==> src/rtl/nanorv32_rf_wb_arbiter_if.sv <==
// Writeback request/grant bundle between the ALU/LSU/MDU and the regfile write-port arbiter.
// The arbiter takes the slave side; requesters and the regfile sink take the master side.
interface nanorv32_rf_wb_arbiter_if #(
    parameter int DATA_W = 32,
    parameter int REG_AW = 5
);
    logic              stall;

    logic              alu_valid;
    logic [REG_AW-1:0] alu_sel_rd;
    logic [DATA_W-1:0] alu_data;
    logic              alu_ready;

    logic              lsu_valid;
    logic [REG_AW-1:0] lsu_sel_rd;
    logic [DATA_W-1:0] lsu_data;
    logic              lsu_ready;

    logic              mdu_valid;
    logic [REG_AW-1:0] mdu_sel_rd;
    logic [DATA_W-1:0] mdu_data;
    logic              mdu_ready;

    logic [REG_AW-1:0] sel_rd;
    logic [DATA_W-1:0] rd;
    logic              write_rd;
    logic [REG_AW-1:0] sel_rd2;
    logic [DATA_W-1:0] rd2;
    logic              write_rd2;

    modport slave (
        input  stall,
        input  alu_valid, alu_sel_rd, alu_data,
        input  lsu_valid, lsu_sel_rd, lsu_data,
        input  mdu_valid, mdu_sel_rd, mdu_data,
        output alu_ready, lsu_ready, mdu_ready,
        output sel_rd, rd, write_rd, sel_rd2, rd2, write_rd2
    );

    modport master (
        output stall,
        output alu_valid, alu_sel_rd, alu_data,
        output lsu_valid, lsu_sel_rd, lsu_data,
        output mdu_valid, mdu_sel_rd, mdu_data,
        input  alu_ready, lsu_ready, mdu_ready,
        input  sel_rd, rd, write_rd, sel_rd2, rd2, write_rd2
    );
endinterface

==> src/rtl/nanorv32_rf_wb_arbiter.sv <==
// Grants up to two of ALU/LSU/MDU per cycle onto the regfile ports, 1-cycle registered; stall, port or dest conflict holds ready low.
// NANORV32_RF_WB_STARVE_EN adds per-requester wait counters that promote a requester after STARVE_LIMIT waits.
module nanorv32_rf_wb_arbiter #(
    parameter int DATA_W       = 32,
    parameter int REG_AW       = 5,
    parameter int STARVE_LIMIT = 7,
    parameter int CNT_W        = 3
) (
    input  logic                     clk,
    input  logic                     rst,
    nanorv32_rf_wb_arbiter_if.slave  bus
);
    localparam int NR = 3;

    if (STARVE_LIMIT < 1 || STARVE_LIMIT >= (1 << CNT_W)) begin : g_bad_limit
        $error("STARVE_LIMIT must fit in CNT_W bits and be nonzero");
    end

    // Index 0 = alu, 1 = lsu, 2 = mdu: index order is the base priority.
    logic [NR-1:0]     req_vld;
    logic [REG_AW-1:0] req_sel [NR];
    logic [DATA_W-1:0] req_dat [NR];

    assign req_vld    = {bus.mdu_valid, bus.lsu_valid, bus.alu_valid};
    assign req_sel[0] = bus.alu_sel_rd;
    assign req_sel[1] = bus.lsu_sel_rd;
    assign req_sel[2] = bus.mdu_sel_rd;
    assign req_dat[0] = bus.alu_data;
    assign req_dat[1] = bus.lsu_data;
    assign req_dat[2] = bus.mdu_data;

    logic [NR-1:0]     prom;
    logic [NR-1:0]     gnt_rdy;
    logic              p1_vld, p2_vld;
    logic [REG_AW-1:0] p1_sel, p2_sel;
    logic [DATA_W-1:0] p1_dat, p2_dat;

    // Two passes over the base order: promoted requesters first, then the rest.
    always_comb begin
        gnt_rdy = '0;
        p1_vld  = 1'b0;
        p2_vld  = 1'b0;
        p1_sel  = '0;
        p2_sel  = '0;
        p1_dat  = '0;
        p2_dat  = '0;
        if (!rst && !bus.stall) begin
            for (int pass = 0; pass < 2; pass++) begin
                for (int i = 0; i < NR; i++) begin
                    if (req_vld[i] && (prom[i] == (pass == 0))) begin
                        if (req_sel[i] == '0) begin
                            gnt_rdy[i] = 1'b1;
                        end else if (!p1_vld) begin
                            p1_vld     = 1'b1;
                            p1_sel     = req_sel[i];
                            p1_dat     = req_dat[i];
                            gnt_rdy[i] = 1'b1;
                        end else if (!p2_vld && (req_sel[i] != p1_sel)) begin
                            p2_vld     = 1'b1;
                            p2_sel     = req_sel[i];
                            p2_dat     = req_dat[i];
                            gnt_rdy[i] = 1'b1;
                        end
                    end
                end
            end
        end
    end

`ifdef NANORV32_RF_WB_STARVE_EN
    localparam logic [CNT_W-1:0] LIMIT = CNT_W'(STARVE_LIMIT);

    logic [CNT_W-1:0] cnt_q [NR];
    logic [CNT_W-1:0] cnt_d [NR];

    // Counters stop at LIMIT so a promoted requester stays promoted until granted.
    always_comb begin
        for (int i = 0; i < NR; i++) begin
            prom[i]  = (cnt_q[i] == LIMIT);
            cnt_d[i] = cnt_q[i];
            if (!req_vld[i] || gnt_rdy[i]) begin
                cnt_d[i] = '0;
            end else if (!bus.stall && (cnt_q[i] != LIMIT)) begin
                cnt_d[i] = cnt_q[i] + 1'b1;
            end
        end
    end

    always_ff @(posedge clk) begin
        for (int i = 0; i < NR; i++) begin
            if (rst) begin
                cnt_q[i] <= '0;
            end else begin
                cnt_q[i] <= cnt_d[i];
            end
        end
    end
`else
    assign prom = '0;
`endif

    logic [REG_AW-1:0] sel_rd_q,   sel_rd_d;
    logic [DATA_W-1:0] rd_q,       rd_d;
    logic              write_rd_q, write_rd_d;
    logic [REG_AW-1:0] sel_rd2_q,  sel_rd2_d;
    logic [DATA_W-1:0] rd2_q,      rd2_d;
    logic              write_rd2_q, write_rd2_d;

    // Index/data hold their last value when the port is idle; only the strobe drops.
    always_comb begin
        sel_rd_d    = sel_rd_q;
        rd_d        = rd_q;
        write_rd_d  = p1_vld;
        sel_rd2_d   = sel_rd2_q;
        rd2_d       = rd2_q;
        write_rd2_d = p2_vld;
        if (p1_vld) begin
            sel_rd_d = p1_sel;
            rd_d     = p1_dat;
        end
        if (p2_vld) begin
            sel_rd2_d = p2_sel;
            rd2_d     = p2_dat;
        end
    end

    always_ff @(posedge clk) begin
        if (rst) begin
            sel_rd_q    <= '0;
            rd_q        <= '0;
            write_rd_q  <= 1'b0;
            sel_rd2_q   <= '0;
            rd2_q       <= '0;
            write_rd2_q <= 1'b0;
        end else begin
            sel_rd_q    <= sel_rd_d;
            rd_q        <= rd_d;
            write_rd_q  <= write_rd_d;
            sel_rd2_q   <= sel_rd2_d;
            rd2_q       <= rd2_d;
            write_rd2_q <= write_rd2_d;
        end
    end

    assign bus.alu_ready = gnt_rdy[0];
    assign bus.lsu_ready = gnt_rdy[1];
    assign bus.mdu_ready = gnt_rdy[2];
    assign bus.sel_rd    = sel_rd_q;
    assign bus.rd        = rd_q;
    assign bus.write_rd  = write_rd_q;
    assign bus.sel_rd2   = sel_rd2_q;
    assign bus.rd2       = rd2_q;
    assign bus.write_rd2 = write_rd2_q;
endmodule
==> src/flat_wrapper.sv <==
// flat-port wrapper written by rule: the top's interface ports become plain ports
module nanorv32_rf_wb_arbiter_flat 
#(
    parameter int DATA_W       = 32,
    parameter int REG_AW       = 5,
    parameter int STARVE_LIMIT = 7,
    parameter int CNT_W        = 3
)
  (clk, rst, bus_stall, bus_alu_valid, bus_alu_sel_rd, bus_alu_data, bus_lsu_valid, bus_lsu_sel_rd, bus_lsu_data, bus_mdu_valid, bus_mdu_sel_rd, bus_mdu_data, bus_alu_ready, bus_lsu_ready, bus_mdu_ready, bus_sel_rd, bus_rd, bus_write_rd, bus_sel_rd2, bus_rd2, bus_write_rd2);
  nanorv32_rf_wb_arbiter_if #(.DATA_W(DATA_W), .REG_AW(REG_AW)) bus_i ();
  input  logic clk;
  input  logic rst;
  input wire logic [$bits(bus_i.stall)-1:0] bus_stall;
  input wire logic [$bits(bus_i.alu_valid)-1:0] bus_alu_valid;
  input wire logic [$bits(bus_i.alu_sel_rd)-1:0] bus_alu_sel_rd;
  input wire logic [$bits(bus_i.alu_data)-1:0] bus_alu_data;
  input wire logic [$bits(bus_i.lsu_valid)-1:0] bus_lsu_valid;
  input wire logic [$bits(bus_i.lsu_sel_rd)-1:0] bus_lsu_sel_rd;
  input wire logic [$bits(bus_i.lsu_data)-1:0] bus_lsu_data;
  input wire logic [$bits(bus_i.mdu_valid)-1:0] bus_mdu_valid;
  input wire logic [$bits(bus_i.mdu_sel_rd)-1:0] bus_mdu_sel_rd;
  input wire logic [$bits(bus_i.mdu_data)-1:0] bus_mdu_data;
  output wire logic [$bits(bus_i.alu_ready)-1:0] bus_alu_ready;
  output wire logic [$bits(bus_i.lsu_ready)-1:0] bus_lsu_ready;
  output wire logic [$bits(bus_i.mdu_ready)-1:0] bus_mdu_ready;
  output wire logic [$bits(bus_i.sel_rd)-1:0] bus_sel_rd;
  output wire logic [$bits(bus_i.rd)-1:0] bus_rd;
  output wire logic [$bits(bus_i.write_rd)-1:0] bus_write_rd;
  output wire logic [$bits(bus_i.sel_rd2)-1:0] bus_sel_rd2;
  output wire logic [$bits(bus_i.rd2)-1:0] bus_rd2;
  output wire logic [$bits(bus_i.write_rd2)-1:0] bus_write_rd2;
  assign bus_i.stall = bus_stall;
  assign bus_i.alu_valid = bus_alu_valid;
  assign bus_i.alu_sel_rd = bus_alu_sel_rd;
  assign bus_i.alu_data = bus_alu_data;
  assign bus_i.lsu_valid = bus_lsu_valid;
  assign bus_i.lsu_sel_rd = bus_lsu_sel_rd;
  assign bus_i.lsu_data = bus_lsu_data;
  assign bus_i.mdu_valid = bus_mdu_valid;
  assign bus_i.mdu_sel_rd = bus_mdu_sel_rd;
  assign bus_i.mdu_data = bus_mdu_data;
  assign bus_alu_ready = bus_i.alu_ready;
  assign bus_lsu_ready = bus_i.lsu_ready;
  assign bus_mdu_ready = bus_i.mdu_ready;
  assign bus_sel_rd = bus_i.sel_rd;
  assign bus_rd = bus_i.rd;
  assign bus_write_rd = bus_i.write_rd;
  assign bus_sel_rd2 = bus_i.sel_rd2;
  assign bus_rd2 = bus_i.rd2;
  assign bus_write_rd2 = bus_i.write_rd2;
  nanorv32_rf_wb_arbiter #(.DATA_W(DATA_W), .REG_AW(REG_AW), .STARVE_LIMIT(STARVE_LIMIT), .CNT_W(CNT_W)) u_core (.clk(clk), .rst(rst), .bus(bus_i));
endmodule
==> config.mk <==
export PLATFORM = sky130hd
export DESIGN_NAME = nanorv32_rf_wb_arbiter_flat
export DESIGN_NICKNAME = d
export VERILOG_FILES = /design/src/rtl/nanorv32_rf_wb_arbiter_if.sv /design/src/rtl/nanorv32_rf_wb_arbiter.sv /design/src/flat_wrapper.sv
export SDC_FILE = /design/constraint.sdc
export NUM_CORES = 1
export LEC_CHECK = 0
export CORE_ASPECT_RATIO = 1.5
export CORE_MARGIN = 1
export CORE_UTILIZATION = 40
export DETAILED_ROUTE_END_ITERATION = 8
export HOLD_SLACK_MARGIN = 0.15
export PLACE_DENSITY = 0.84
export SYNTH_ARGS = -nofsm -noshare
export SYNTH_HDL_FRONTEND = slang
export SYNTH_SLANG_ARGS = --single-unit
==> constraint.sdc <==
create_clock -name clk -period 7.55 [get_ports clk]
set_input_delay 1.1325 -clock clk [delete_from_list [all_inputs] [get_ports clk]]
set_output_delay 1.1325 -clock clk [all_outputs]
set_load 0.02 [all_outputs]
After elaboration in Yosys (flattened, before gate mapping)
Index checks and enable logic that the tools add are counted.
{"block": "totals", "reg_bits": 76, "wordCells": 107, "in_bits": 117, "out_inout_bits": 79}
{"block": "op_classes", "n_mux": 86, "eq_ne": 3, "reduce_logical": 12}
{"cell": "$mux W32", "n": 23}
{"cell": "$mux W5", "n": 26}
{"cell": "$mux W1", "n": 36}
{"cell": "$logic_not A5 Y1", "n": 3}
{"cell": "$ne A5 B5 Y1", "n": 3}
{"cell": "$logic_not A1 Y1", "n": 5}
{"cell": "$logic_and A1 B1 Y1", "n": 4}
{"cell": "$mux W3", "n": 1}

Logic depth before layout (Yosys ltp)
{"block": "depth", "ltp_word": 21, "mapped_depth": 10, "mapped_depth_nobuf": 7}

Worst setup path before layout
No wires, ideal clock.
{"block": "synth_timing", "path_type": "input to output", "from": "input bus_lsu_sel_rd[1]", "to": "output bus_mdu_ready", "arrival_ns": 2.962, "slack_ns": 3.456, "t_required_ns": 6.418, "path_stages": 9, "n_path_buf": 3, "cell_sequence": "or2_1 > or4_1 > and2_1 > buf_6 > o211a_2 > clkbuf_1 > buf_2 > a31oi_1 > o211a_1"}
{"block": "synth_between", "elab_chain_len": 14, "word_cells_on_any_way": 23, "classes_between": "2 x eq/ne; 17 x mux; 4 x reduce/logical"}
{"element": "start, declared", "line": "flat_wrapper.sv:18", "text": "input wire logic [$bits(bus_i.lsu_sel_rd)-1:0] bus_lsu_sel_rd;"}
{"element": "$ne A5 B5 Y1", "line": "nanorv32_rf_wb_arbiter.sv:58", "text": "end else if (!p2_vld && (req_sel[i] != p1_sel)) begin"}
{"element": "$logic_and A1 B1 Y1", "line": "nanorv32_rf_wb_arbiter.sv:58"}
{"element": "$mux W1", "line": "nanorv32_rf_wb_arbiter.sv:58"}
{"element": "$mux W1", "line": "nanorv32_rf_wb_arbiter.sv:53", "text": "end else if (!p1_vld) begin"}
{"element": "$mux W1", "line": "nanorv32_rf_wb_arbiter.sv:51", "text": "if (req_sel[i] == '0) begin"}
{"element": "$mux W1", "line": "nanorv32_rf_wb_arbiter.sv:50", "text": "if (req_vld[i] && (prom[i] == (pass == 0))) begin"}
{"element": "$mux W1", "line": "nanorv32_rf_wb_arbiter.sv:47", "text": "if (!rst && !bus.stall) begin"}
{"element": "$logic_not A1 Y1", "line": "nanorv32_rf_wb_arbiter.sv:58"}
{"element": "$logic_and A1 B1 Y1", "line": "nanorv32_rf_wb_arbiter.sv:58"}
{"element": "$mux W1", "line": "nanorv32_rf_wb_arbiter.sv:58"}
{"element": "$mux W1 (*)", "line": "nanorv32_rf_wb_arbiter.sv:53"}
{"element": "$mux W1 (*)", "line": "nanorv32_rf_wb_arbiter.sv:51"}
{"element": "$mux W1 (*)", "line": "nanorv32_rf_wb_arbiter.sv:50"}
{"element": "$mux W3 (*)", "line": "nanorv32_rf_wb_arbiter.sv:47"}
{"element": "end, declared", "line": "flat_wrapper.sv:25", "text": "output wire logic [$bits(bus_i.mdu_ready)-1:0] bus_mdu_ready;"}
Every way passes the cells marked *; elsewhere a longest branch is shown, timed or not. The select of a mux whose other input is x is not followed.

Worst setup path after layout
{"block": "layout_timing", "from": "input bus_alu_valid", "to": "output bus_mdu_ready"}
{"block": "layout_between", "elab_chain_len": 16, "word_cells_on_any_way": 29, "classes_between": "2 x eq/ne; 23 x mux; 4 x reduce/logical"}
{"element": "start, declared", "line": "flat_wrapper.sv:14", "text": "input wire logic [$bits(bus_i.alu_valid)-1:0] bus_alu_valid;"}
{"element": "$mux W5 or $mux W1 (tied branches)", "line": "nanorv32_rf_wb_arbiter.sv:50"}
{"element": "$mux W5 or $mux W1 (tied branches)", "line": "nanorv32_rf_wb_arbiter.sv:47"}
{"element": "$ne A5 B5 Y1 or $logic_not A1 Y1 (tied branches)", "line": "nanorv32_rf_wb_arbiter.sv:58"}
{"element": "$logic_and A1 B1 Y1", "line": "nanorv32_rf_wb_arbiter.sv:58"}
{"element": "$mux W1", "line": "nanorv32_rf_wb_arbiter.sv:58"}
{"element": "$mux W1", "line": "nanorv32_rf_wb_arbiter.sv:53"}
{"element": "$mux W1", "line": "nanorv32_rf_wb_arbiter.sv:51"}
{"element": "$mux W1", "line": "nanorv32_rf_wb_arbiter.sv:50"}
{"element": "$mux W1", "line": "nanorv32_rf_wb_arbiter.sv:47"}
{"element": "$logic_not A1 Y1", "line": "nanorv32_rf_wb_arbiter.sv:58"}
{"element": "$logic_and A1 B1 Y1", "line": "nanorv32_rf_wb_arbiter.sv:58"}
{"element": "$mux W1", "line": "nanorv32_rf_wb_arbiter.sv:58"}
{"element": "$mux W1 (*)", "line": "nanorv32_rf_wb_arbiter.sv:53"}
{"element": "$mux W1 (*)", "line": "nanorv32_rf_wb_arbiter.sv:51"}
{"element": "$mux W1 (*)", "line": "nanorv32_rf_wb_arbiter.sv:50"}
{"element": "$mux W3 (*)", "line": "nanorv32_rf_wb_arbiter.sv:47"}
Marked as above.

==> run summary <==
================================================================================
Run status ........................................................ finished, final reports clean
Number of synthesized register bits ...............................           76
Synthesis-to-finish area growth ...................................        52.5%
Required time at the endpoint of the critical path ................      6.42 ns
Power dissipated by switching net loads ...........................     0.350 mW
First-pass detailed-route iteration total .........................            6
Final setup vio count .............................................            0
Worst setup skew after layout .....................................         0 ns
Sequential element share of the synthesized area ..................        35.5%
Number of placed cells counting well taps .........................          822
TritonCTS buffer count ............................................            9
Total Routed Length ...............................................     15300 um
Static leakage ....................................................      2.19 nW
Count of H-tree levels built during CTS ...........................            3
Cell Chain, Critical Path ......................................... clkdlybuf4s50_1 -> o21a_2 -> buf_4 -> o211a_2 -> a31oi_1 -> o211a_1 -> clkdlybuf4s50_1
Pin count of the biggest net entering global routing ..............           76
Critical path class ...............................................       in2out
Number of violations of the max-capacitance limit .................            0
Number of global-route vias before repair .........................         4737
Worst setup SP type ...............................................   input port
Setup Fix Bufs, Post-CTS ..........................................            0
Post-Route Hold Slack .............................................     0.496 ns
Max rail drop VDD .................................................       105 uV
Grt total ovfl ....................................................            0
Worst slew slack as a fraction of its limit .......................        33.7%
Startpoint of the most critical hold path ......................... u_core.bus.rd[14]
Yosys top cell area share .........................................        35.5%
Clock tree from TritonCTS .........................................          yes
Share of synthesized registers carrying an async set or reset .....           0%
Minimum period implied by the final worst setup slack .............      5.14 ns
Most area-hungry cell type in the Yosys netlist ...................      dfxtp_1
Bufs on Longest Clock Path ........................................            2
First-pass GRT wire length ........................................     23700 um
Part of the total power dissipated in the clock network ...........        37.1%
Skew-Pair Late Insertion Delay ....................................      0.33 ns
Reg-to-reg critical path endpoint ................................. u_core.bus.sel_rd2[1]
Effective utilization at floorplan ................................        41.8%
Post-synthesis cell count .........................................          539
I/O pin total .....................................................          196
Synth Net Count ...................................................          656
Slack of the worst reg-to-reg path ................................      6.76 ns
Netlist area before placement ..................................... 0.00428 mm^2
Antenna diode count ...............................................            0
Maximum net fanout on the critical path ...........................           67
DRT antenna net count .............................................            0
Area of the multi-input gates ..................................... 0.00248 mm^2
Antenna violations before repair ..................................            0
Number of cells on the worst hold path ............................            2
DRT iter0 DRCs ....................................................          296
Number of warnings printed during yosys synthesis .................            0
Power, Total ......................................................      1.23 mW
Launching point of the worst reg2reg path ......................... u_core.bus.sel_rd2[1]
Most frequent CP cell ............................................. clkdlybuf4s50_1
CTS Hold Bufs .....................................................            0
Gpl congestion ....................................................        0.901
Row cnt ...........................................................           45
Count of input and output buffers .................................          195
Actual slew at the worst max-slew pin .............................     0.993 ns
Clock slew at reported path FFs ...................................      0.05 ns
Count of unresolved DRC violations after routing ..................            0
Data arrival time of the critical path ............................      4.01 ns
Clk Tree Root Cell ................................................    clkbuf_16
Final hold violations .............................................            0
Number of flops mapped to enable cells by yosys ...................            0
Post-route clock period utilization ...............................        68.1%
Unrepaired setup endpoints after global routing ...................        false
Mean instance size in the synthesized netlist .....................    7.94 um^2
Sequential power share ............................................        36.2%
Power Density .....................................................  189 mW/mm^2
Global-route usage over all layers ................................        27.1%
Hold Crit Endpoint ................................................ u_core.bus.rd[14]
Height of the die .................................................       129 um
Vias after detailed routing .......................................         4980
Per-cell routed wire length .......................................      18.3 um
Top FF cell, synth ................................................      dfxtp_1
Quantity of gates resized following cts ...........................            0
Slowest cell on the critical path ................................. clkdlybuf4s50_1
Hold/Removal Path Class ...........................................      reg2reg
Horizontal extent of the die ......................................      86.5 um
Share of total power consumed by net switching ....................        28.3%
Internal Pwr Total ................................................     0.885 mW
Number of nets in the final layout ................................          809
FF-to-FF path depth ...............................................            2
Number of fill cells ..............................................          894
Ranking of synthesized cells by area .............................. dfxtp_1, a21oi_1, a32oi_1
Via-per-instance ratio ............................................         5.94
Final standard cell count with taps included and fillers excluded .          838
Setup crit end kind ...............................................  output port
Count of cell types in the netlist ................................           48
FF+latch area ..................................................... 0.00152 mm^2
Sinks on the clock net ............................................           76
CORE AREA .........................................................  0.0102 mm^2
Hpwl dp ...........................................................     10800 um
Stage delay of the slowest cell on the critical path ..............      0.95 ns
Fraction of layout cells with a size suffix above 1 ...............        6.03%
Slew Viols, Final .................................................            0
Floorplan die area ................................................  0.0111 mm^2
Highest Clock Rate ................................................      195 MHz
Total negative slack for setup checks .............................         0 ns
Combinational group share of total power ..........................        26.7%
================================================================================
## kinds of logic (layout without fill, tap and decap cells)
group,count (synthesis),in the layout,synth area share [%]
buffers and inverters,66,224,7.48
and+or+nand+nor,183,183,23.4
xor gates and xnor gates,5,5,1.02
AOI/OAI and AO/OA,209,209,32.5
DFF,76,76,35.5
## power groups by stage
stage          Sequential [mW]  Clock, mW  Combinational [mW]
2_1_floorplan            0.489          0               0.133
4_1_cts                  0.447      0.464               0.328
3_5_place_dp             0.455          0               0.326
5_1_grt                  0.450      0.483               0.352
3_3_place_gp             0.454          0               0.321
6_report                 0.447      0.459               0.329
## cells in the mapped netlist, types with 5 or more instances
library cell and n:
a211oi_1 35, a21oi_1 71, a32oi_1 37, buf_1 5, buf_2 10, buf_6 8
clkbuf_1 40, dfxtp_1 76, nand2_1 42, nand3_1 37, nand3b_1 39, nor2_1 9
nor3_1 37, o21ai_0 37
## cell usage in the layout (no fill, tap or decap), types with 2 or more instances in the layout
cell type        synthesis  routed
a311oi_1                 2       2
nand3b_1                39      39
a211oi_1                35      35
nand2_1                 42      42
a32oi_1                 37      37
clkbuf_16                0       9
buf_4                    0      10
clkinv_2                 0       3
or4_1                    2       2
o21ai_0                 37      36
nor3_1                  37      37
a221oi_1                 2       2
and2_1                   3       3
o22ai_1                  3       3
inv_1                    3       3
or4_4                    2       2
nor2_1                   9       9
bufinv_16                0       2
a31oi_1                  3       3
o41ai_1                  2       2
xor2_1                   3       3
clkdlybuf4s50_1          0     194
or2_1                    3       3
xnor2_1                  2       2
dfxtp_1                 76      76
a21oi_1                 71      71
nand3_1                 37      37
a211oi_2                 3       3
## registers in the layout, summed over array words and instances (netlist names)
name / count
u_core.bus.write_rd2: 1
u_core.bus.sel_rd2: 5
u_core.bus.rd: 32
u_core.bus.sel_rd: 5
u_core.bus.rd2: 32
u_core.bus.write_rd: 1
## critical path, delay by kind of cell
family                 cells  cell delay [ns]
AOI/OAI and AO/OA          4             0.85
buffers and inverters      3             2.01
## final cells by class
class                   count  share of cell area, %
well taps                 141                   2.70
clock buffers              11                   3.72
multi-input cells         397                   38.0
inverters                   3                  0.173
repair buffers            205                   31.0
clock inverters             5                   1.15
flip-flops and latches     76                   23.3
## worst max path at each step
stage	from	to	slack (ns)
detailed placement	bus_alu_valid	u_core.bus.rd2[26]	2.12
global route	bus_alu_valid	u_core.bus.rd2[27]	2.18
global placement	bus_alu_valid	u_core.bus.rd2[25]	2.29
CTS	bus_alu_sel_rd[3]	bus_mdu_ready	2.41
finish	bus_alu_valid	bus_mdu_ready	2.41
floorplan	bus_lsu_sel_rd[1]	bus_mdu_ready	3.46
## through the flow
| step | utilization (%) | area, um^2 | setup slack, ns |
|---|---|---|---|
| 2_1_floorplan | - | 4280 | 3.46 |
| 3_5_place_dp | 60.6 | 6210 | 2.12 |
| 5_1_grt | 63.7 | 6530 | 2.18 |
| 4_1_cts | 63.7 | 6530 | 2.41 |
| 3_3_place_gp | 60.6 | 6210 | 2.29 |
| 6_report | 63.7 | 6530 | 2.41 |
## layer usage
metal,vias to the layer above,GRT usage [%],wire length [um]
met5,-,0,0
met4,0,12.9,554
met3,41,4.87,1010
met2,239,49.3,8010
met1,2350,30.1,5760
li1,2350,-,-
Power figures use the tool's default switching activity.
